==> src/rtl/led_panel_receiver.sv <==
// LED panel shift-interface receiver: syncs driver outputs, rebuilds rows,
// commits them to an R/G/B framebuffer with a registered row read port.
module led_panel_receiver #(
  parameter int COLS = 32,
  parameter int ROWS = 16,
  localparam int ROW_BITS = $clog2(ROWS),
  localparam int ADDRESS_BITS = $clog2(ROWS / 2)
) (
  input  logic                    i_clock,
  input  logic                    i_reset,
  input  logic                    i_lp_clock,
  input  logic                    i_lp_latch,
  input  logic                    i_lp_blank,
  input  logic [2:0]              i_lp_rgb_0,
  input  logic [2:0]              i_lp_rgb_1,
  input  logic [4:0]              i_lp_address,
  input  logic [ROW_BITS-1:0]     i_read_row,
  output logic [COLS-1:0]         o_read_r,
  output logic [COLS-1:0]         o_read_g,
  output logic [COLS-1:0]         o_read_b,
  output logic                    o_row_valid,
  output logic [ADDRESS_BITS-1:0] o_row_address,
  output logic [15:0]             o_frame_count,
  output logic                    o_error,
  output logic                    o_blank
);

  localparam int SW = 9 + ADDRESS_BITS;
  localparam int CNT_BITS = $clog2(COLS + 2);
  localparam logic [SW-1:0] SYNC_RST =
    {2'b00, 1'b1, {(6 + ADDRESS_BITS){1'b0}}};

  logic [SW-1:0] w_in;
  logic [SW-1:0] r_s1;
  logic [SW-1:0] r_s2;
  logic          r_s3_clk;
  logic          r_s3_latch;

  logic                    w_clk;
  logic                    w_latch;
  logic                    w_blank;
  logic [2:0]              w_rgb0;
  logic [2:0]              w_rgb1;
  logic [ADDRESS_BITS-1:0] w_addr;
  logic                    w_shift;
  logic                    w_commit;
  logic [ROW_BITS-1:0]     w_row_hi;
  logic [ROW_BITS-1:0]     w_row_lo;
  logic                    w_unused_addr;

  logic [2:0][COLS-1:0] r_sr0;
  logic [2:0][COLS-1:0] r_sr1;
  logic [CNT_BITS-1:0]  r_count;
  logic [COLS-1:0]      r_fb_r [ROWS];
  logic [COLS-1:0]      r_fb_g [ROWS];
  logic [COLS-1:0]      r_fb_b [ROWS];

  assign w_in = {i_lp_clock, i_lp_latch, i_lp_blank, i_lp_rgb_0,
                 i_lp_rgb_1, i_lp_address[ADDRESS_BITS-1:0]};
  assign w_unused_addr = ^i_lp_address[4:ADDRESS_BITS];

  assign w_clk   = r_s2[SW-1];
  assign w_latch = r_s2[SW-2];
  assign w_blank = r_s2[SW-3];
  assign w_rgb0  = r_s2[SW-4 -: 3];
  assign w_rgb1  = r_s2[SW-7 -: 3];
  assign w_addr  = r_s2[ADDRESS_BITS-1:0];

  assign w_shift  = w_clk & ~r_s3_clk & ~w_latch;
  assign w_commit = ~w_latch & r_s3_latch;
  assign w_row_hi = ROW_BITS'(w_addr);
  assign w_row_lo = w_row_hi + ROW_BITS'(ROWS / 2);

  // All panel inputs share one synchronizer so data stays aligned to edges
  always_ff @(posedge i_clock) begin
    if (i_reset) begin
      r_s1       <= SYNC_RST;
      r_s2       <= SYNC_RST;
      r_s3_clk   <= 1'b0;
      r_s3_latch <= 1'b0;
      o_blank    <= 1'b1;
    end else begin
      r_s1       <= w_in;
      r_s2       <= r_s1;
      r_s3_clk   <= w_clk;
      r_s3_latch <= w_latch;
      o_blank    <= w_blank;
    end
  end

  always_ff @(posedge i_clock) begin
    if (i_reset) begin
      r_sr0         <= '0;
      r_sr1         <= '0;
      r_count       <= '0;
      o_row_valid   <= 1'b0;
      o_row_address <= '0;
      o_frame_count <= '0;
      o_error       <= 1'b0;
    end else begin
      o_row_valid <= 1'b0;
      if (w_shift) begin
        for (int c = 0; c < 3; c++) begin
          r_sr0[c] <= {r_sr0[c][COLS-2:0], w_rgb0[c]};
          r_sr1[c] <= {r_sr1[c][COLS-2:0], w_rgb1[c]};
        end
        if (r_count != CNT_BITS'(COLS + 1))
          r_count <= r_count + 1'b1;
      end
      if (w_commit) begin
        r_count <= '0;
        if (r_count == CNT_BITS'(COLS)) begin
          o_row_valid   <= 1'b1;
          o_row_address <= w_addr;
          if (w_addr == ADDRESS_BITS'(ROWS / 2 - 1))
            o_frame_count <= o_frame_count + 16'd1;
        end else begin
          o_error <= 1'b1;
        end
      end
    end
  end

  // Read samples the array before this cycle's write lands
  always_ff @(posedge i_clock) begin
    if (i_reset) begin
      for (int i = 0; i < ROWS; i++) begin
        r_fb_r[i] <= '0;
        r_fb_g[i] <= '0;
        r_fb_b[i] <= '0;
      end
      o_read_r <= '0;
      o_read_g <= '0;
      o_read_b <= '0;
    end else begin
      o_read_r <= r_fb_r[i_read_row];
      o_read_g <= r_fb_g[i_read_row];
      o_read_b <= r_fb_b[i_read_row];
      if (w_commit && r_count == CNT_BITS'(COLS)) begin
        r_fb_r[w_row_hi] <= r_sr0[0];
        r_fb_g[w_row_hi] <= r_sr0[1];
        r_fb_b[w_row_hi] <= r_sr0[2];
        r_fb_r[w_row_lo] <= r_sr1[0];
        r_fb_g[w_row_lo] <= r_sr1[1];
        r_fb_b[w_row_lo] <= r_sr1[2];
      end
    end
  end

endmodule

==> config.mk <==
export PLATFORM = sky130hd
export DESIGN_NAME = led_panel_receiver
export DESIGN_NICKNAME = d
export VERILOG_FILES = /design/src/rtl/led_panel_receiver.sv
export SDC_FILE = /design/constraint.sdc
export NUM_CORES = 2
export LEC_CHECK = 0
export ABC_AREA = 1
export BUFFER_PORTS_ARGS = -buffer_cell sky130_fd_sc_hd__buf_2
export CORE_MARGIN = 4
export CORE_UTILIZATION = 55
export DETAILED_ROUTE_END_ITERATION = 16
export PLACE_DENSITY = 0.78
export SETUP_SLACK_MARGIN = 0.2
export SYNTH_ARGS = -nofsm -noshare
export SYNTH_HDL_FRONTEND = slang
export SYNTH_SLANG_ARGS = --single-unit
==> constraint.sdc <==
create_clock -name i_clock -period 8.48 [get_ports i_clock]
set_input_delay 0.424 -clock i_clock [delete_from_list [all_inputs] [get_ports i_clock]]
set_output_delay 0.424 -clock i_clock [all_outputs]
set_load 0.02 [all_outputs]
==> results.txt <==
The flow ran to the end, but the final reports show violations. The final reports fail on slew limit. Adding up every negative setup slack in the final design gives 0 ps. The clock reaches the later pin of the worst-skew pair after 830 ps. In the finished design, the share of the clock period the worst path needs comes to 48.6%.

After synthesis the netlist holds a flip-flop and latch count of 1878. The cell at the slowest stage of the critical path was sky130_fd_sc_hd__nand2_4. Final routed DRC violation total: 0.

Cell type with the largest total area after synthesis: sky130_fd_sc_hd__edfxtp_1. The logs give 7559 for the number of DRC markers after the initial detailed-route iteration and 141 for the row count. A synthesized cell averages 9.16 um^2. The tree is rooted in a sky130_fd_sc_hd__clkbuf_16. Setup repair after global routing left no endpoint under its margin. The count of buffers added on input and output ports is 135. For this run, the slowest stage of the critical path takes 1000 ps. In this run the biggest area consumer among cell types represents 56.3% of the synthesized area. The count of boundary I/O pins was 138; the sequential cell area fraction in the yosys report was 64.7%.

The prevailing post-synth register cell was sky130_fd_sc_hd__edfxtp_1. Counting every net in the synthesized netlist gives 8967. The tools report the number of sinks driven by the clock tree as 1878. Tightest slew margin relative to the limit: -5.96%. For the total of max-cap violations, the log shows 0. The detailed-routing iteration count for the pre-antenna-repair pass came out at 9. The H-tree was split into 4 levels. Yosys attributes the largest share of cell area to sky130_fd_sc_hd__edfxtp_1 (56%), sky130_fd_sc_hd__nand2_1 (11%), sky130_fd_sc_hd__dfxtp_1 (8.4%), sky130_fd_sc_hd__nor2_1 (7.3%), sky130_fd_sc_hd__nand3_1 (6.0%).

The logs give 180 uV for the worst vdd rail ir drop and 0 for the number of synthesis warnings. After detailed placement, the total cell area comes to 83400 um^2. Counting instances, the worst hold path has a depth of 2. Max-slew violation count: 68. The clock arrives with 26.5 ps of skew.

The endpoint class of the critical path was a register. Summed over all nets, the half-perimeter wirelength after detailed placement is 101 mm. Summed over all nets, wire length on met3 after detailed routing comes to 23.1 mm. Net switching is 23.4% of the power. Once detail routing completed, the nets flagged for antenna violations numbered 0. In this run the worst path has a maximum fanout of 56.

Measured along the y axis, the die boundary spans 394 um. In the routed layout, each cell is associated on average with a via count of 5.71. Of the cells placed in the final design, the portion with a size suffix greater than 1 is 5.88%. By instance count, the cell type seen most on the critical path is sky130_fd_sc_hd__buf_4. The initial antenna violation count is 1. The die footprint was 155000 um^2; the synthesized instance count was 8943. The initial utilization of the core area, before any placement, comes to 55.4%. At the worst endpoint, the arrival time is 4550 ps. In this run, the clock network consumes 41.0% of the power.

The length of routed met2 wiring is 107 mm, and the clock-pin slew reported for the worst setup and hold paths after clock tree synthesis is 60 ps. Data on the critical path is required at its endpoint by 8910 ps. The count of unique library cells instantiated by Yosys was 29; the antenna diode count was 0.

The worst hold slack was 90.8 ps. The slew at the pin closest to its max-slew limit was 1590 ps. The area growth from synthesis to layout is 9.62%. The tightest min-delay check is of the in -> reg type.

Traced cell by cell, the critical path runs through inv_1 -> ha_1 -> nand4_4 -> nor2_4 -> nand4_1 -> buf_4 -> nand2_4 -> buf_4. Setup violations remaining at the end of the flow were counted as 0. The achievable frequency is 243 MHz. The synthesized design contains 1536 enable-type register cells. After clock tree synthesis, the setup repair step added 0 buffers.

Counting along the longest clock path gives a buffer depth of 3. The tools report the via count of the first global-routing pass as 60800. The leftover overflow at the end of global routing was 0; the pin count of the biggest net entering global routing was 205.

For this design the ratio of total power to cell area is 227 nW/um^2. For the total power of the final layout, the log shows 20.4 mW. After detailed routing, the total wire length is 219 mm. The tools report the type of element launching the critical path as a register. The mapped cell area came out at 81900 um^2.

TritonCTS built the clock tree. The die is 394 um wide. Counting the buffers created by CTS gives 187.

The worst register-to-register path has a depth of 8. The tools report the design area as 89800 um^2. In the final routed layout, each cell accounts on average for 20.1 um. The internal power of the cells was 15.6 mW; the share of synthesized flip-flops with an asynchronous set or reset was 0%.

The analysis attributes to net switching a power of 4.78 mW. Topmost layer with routed signal wires: met4. Critical setup path kind: reg -> reg. The first global-routing pass estimated 338 mm of wire. The run gives 60.7% as the core occupancy in the finished layout. Number of hold-slack violations in the final timing report: 0. The final net count came out at 8812.

For the finished layout, the period the worst path requires is 4120 ps. The detailed router put a total of 80.0 mm of wire on met1. The via count was 62100; the sequential power share was 51.8%. The analysis attributes to cell leakage a power of 35.7 nW. At the end of routability-driven placement, the weighted congestion stood at 0.768. Of the total power, combinational logic draws 7.2%. The region available for standard cell placement spans 148000 um^2. Global routing used 27.7% of the available tracks.
cells in the mapped netlist (2+ instances only):
master	number
sky130_fd_sc_hd__clkinv_1	194
sky130_fd_sc_hd__nand2_1	2371
sky130_fd_sc_hd__nand4_1	3
sky130_fd_sc_hd__nor3_1	6
sky130_fd_sc_hd__nor2_4	2
sky130_fd_sc_hd__buf_2	234
sky130_fd_sc_hd__xnor2_1	3
sky130_fd_sc_hd__a21oi_1	308
sky130_fd_sc_hd__buf_1	29
sky130_fd_sc_hd__o21ai_0	197
sky130_fd_sc_hd__ha_1	4
sky130_fd_sc_hd__dfxtp_1	342
sky130_fd_sc_hd__inv_2	2
sky130_fd_sc_hd__or2_2	3
sky130_fd_sc_hd__edfxtp_1	1536
sky130_fd_sc_hd__nor2_2	4
sky130_fd_sc_hd__clkbuf_1	289
sky130_fd_sc_hd__nand3_1	982
sky130_fd_sc_hd__nor2_1	1590
sky130_fd_sc_hd__xor2_1	3
sky130_fd_sc_hd__buf_6	14
sky130_fd_sc_hd__inv_1	817
sky130_fd_sc_hd__nand3b_1	4
through the flow:
stage	worst slack [ps]	instances
2_1_floorplan	2350	8943
3_3_place_gp	4370	10500
3_5_place_dp	4330	10500
4_1_cts	4450	10900
5_1_grt	4220	10900
6_report	4360	10900
path summary, 6_finish.rpt:
check / endpoint / slack [ps] / from
max: r_fb_b[11][11] / 4360 / r_count[0]
min: o_read_b[9] / 90 / i_reset
max reg2reg: r_fb_b[11][11] / 4360 / r_count[0]
min reg2reg: r_s2[10] / 400 / r_s1[10]
placed cells by master (no fill, tap or decap), drive strengths merged:
master          n
clkbuf        278
bufinv         12
buf           211
dlygate4sd3    12
clkinvlp        4
nor3b           1
xor2            3
a211oi          1
edfxtp       1536
xnor2           3
o21ai         197
inv           829
nand2        2371
or2             3
nand3b          4
nor2         1596
clkinv        244
nand3         982
nand4           4
nor3            7
a21oi         308
dfxtp         342
ha              4
worst max-delay path: cells and delay by family, from the launching register on:
kind,cells,cell delay (ps)
buffers and inverters,3,1480
and+or+nand+nor,4,1480
DFF,1,370
adders and majority gates,1,220
registers in the layout, summed over array words and instances, names as in the netlist, 16 cells and up:
signal and cells:
r_sr0 96, o_read_r 32, r_fb_r 512, r_sr1 96
o_frame_count 16, r_fb_g 512, r_fb_b 512, o_read_b 32
o_read_g 32
cell families (layout without fill, tap and decap cells):
logic type	after synthesis	in the layout	share of synthesized area, %
AND/OR/NAND/NOR	4968	4968	24.4
XOR/XNOR	6	6	0.0642
AO/OA/AOI/OAI	506	506	3.09
buffers and inverters	1581	1590	7.74
flip-flops	1878	1878	64.7
adder cells (fa/ha/maj)	4	4	0.0611
power groups by stage:
stage          Sequential [mW]  Clock, mW  Combinational (mW)
2_1_floorplan             10.8          0               0.932
3_3_place_gp              10.7          0                1.41
3_5_place_dp              10.7          0                1.44
4_1_cts                   10.6       8.42                1.46
5_1_grt                   10.6       8.83                1.62
6_report                  10.6       8.36                1.47
what timing repair did:
| item | CTS | global route |
|---|---|---|
| hold buffers | 12 | 0 |
| endpoints found under the hold margin | 12 | 0 |
| gates resized for setup | 0 | 0 |
routing by layer:
metal	vias to the layer above	global-route usage, %
met5	-	0
met2	3668	47.0
met1	29500	35.2
li1	28300	-
met3	615	4.17
met4	0	12.5
cell type report:
| type | instances | area (um^2) |
|---|---|---|
| inverter | 1013 | 3830 |
| sequential | 1878 | 53000 |
| clock inverter | 76 | 798 |
| clock buffer | 277 | 5460 |
| fill | 11600 | 58000 |
| multi-input combinational | 5484 | 22700 |
| timing repair buffer | 224 | 1570 |
| tap | 1930 | 2410 |
No activity file was read; power rests on OpenSTA's default activity.
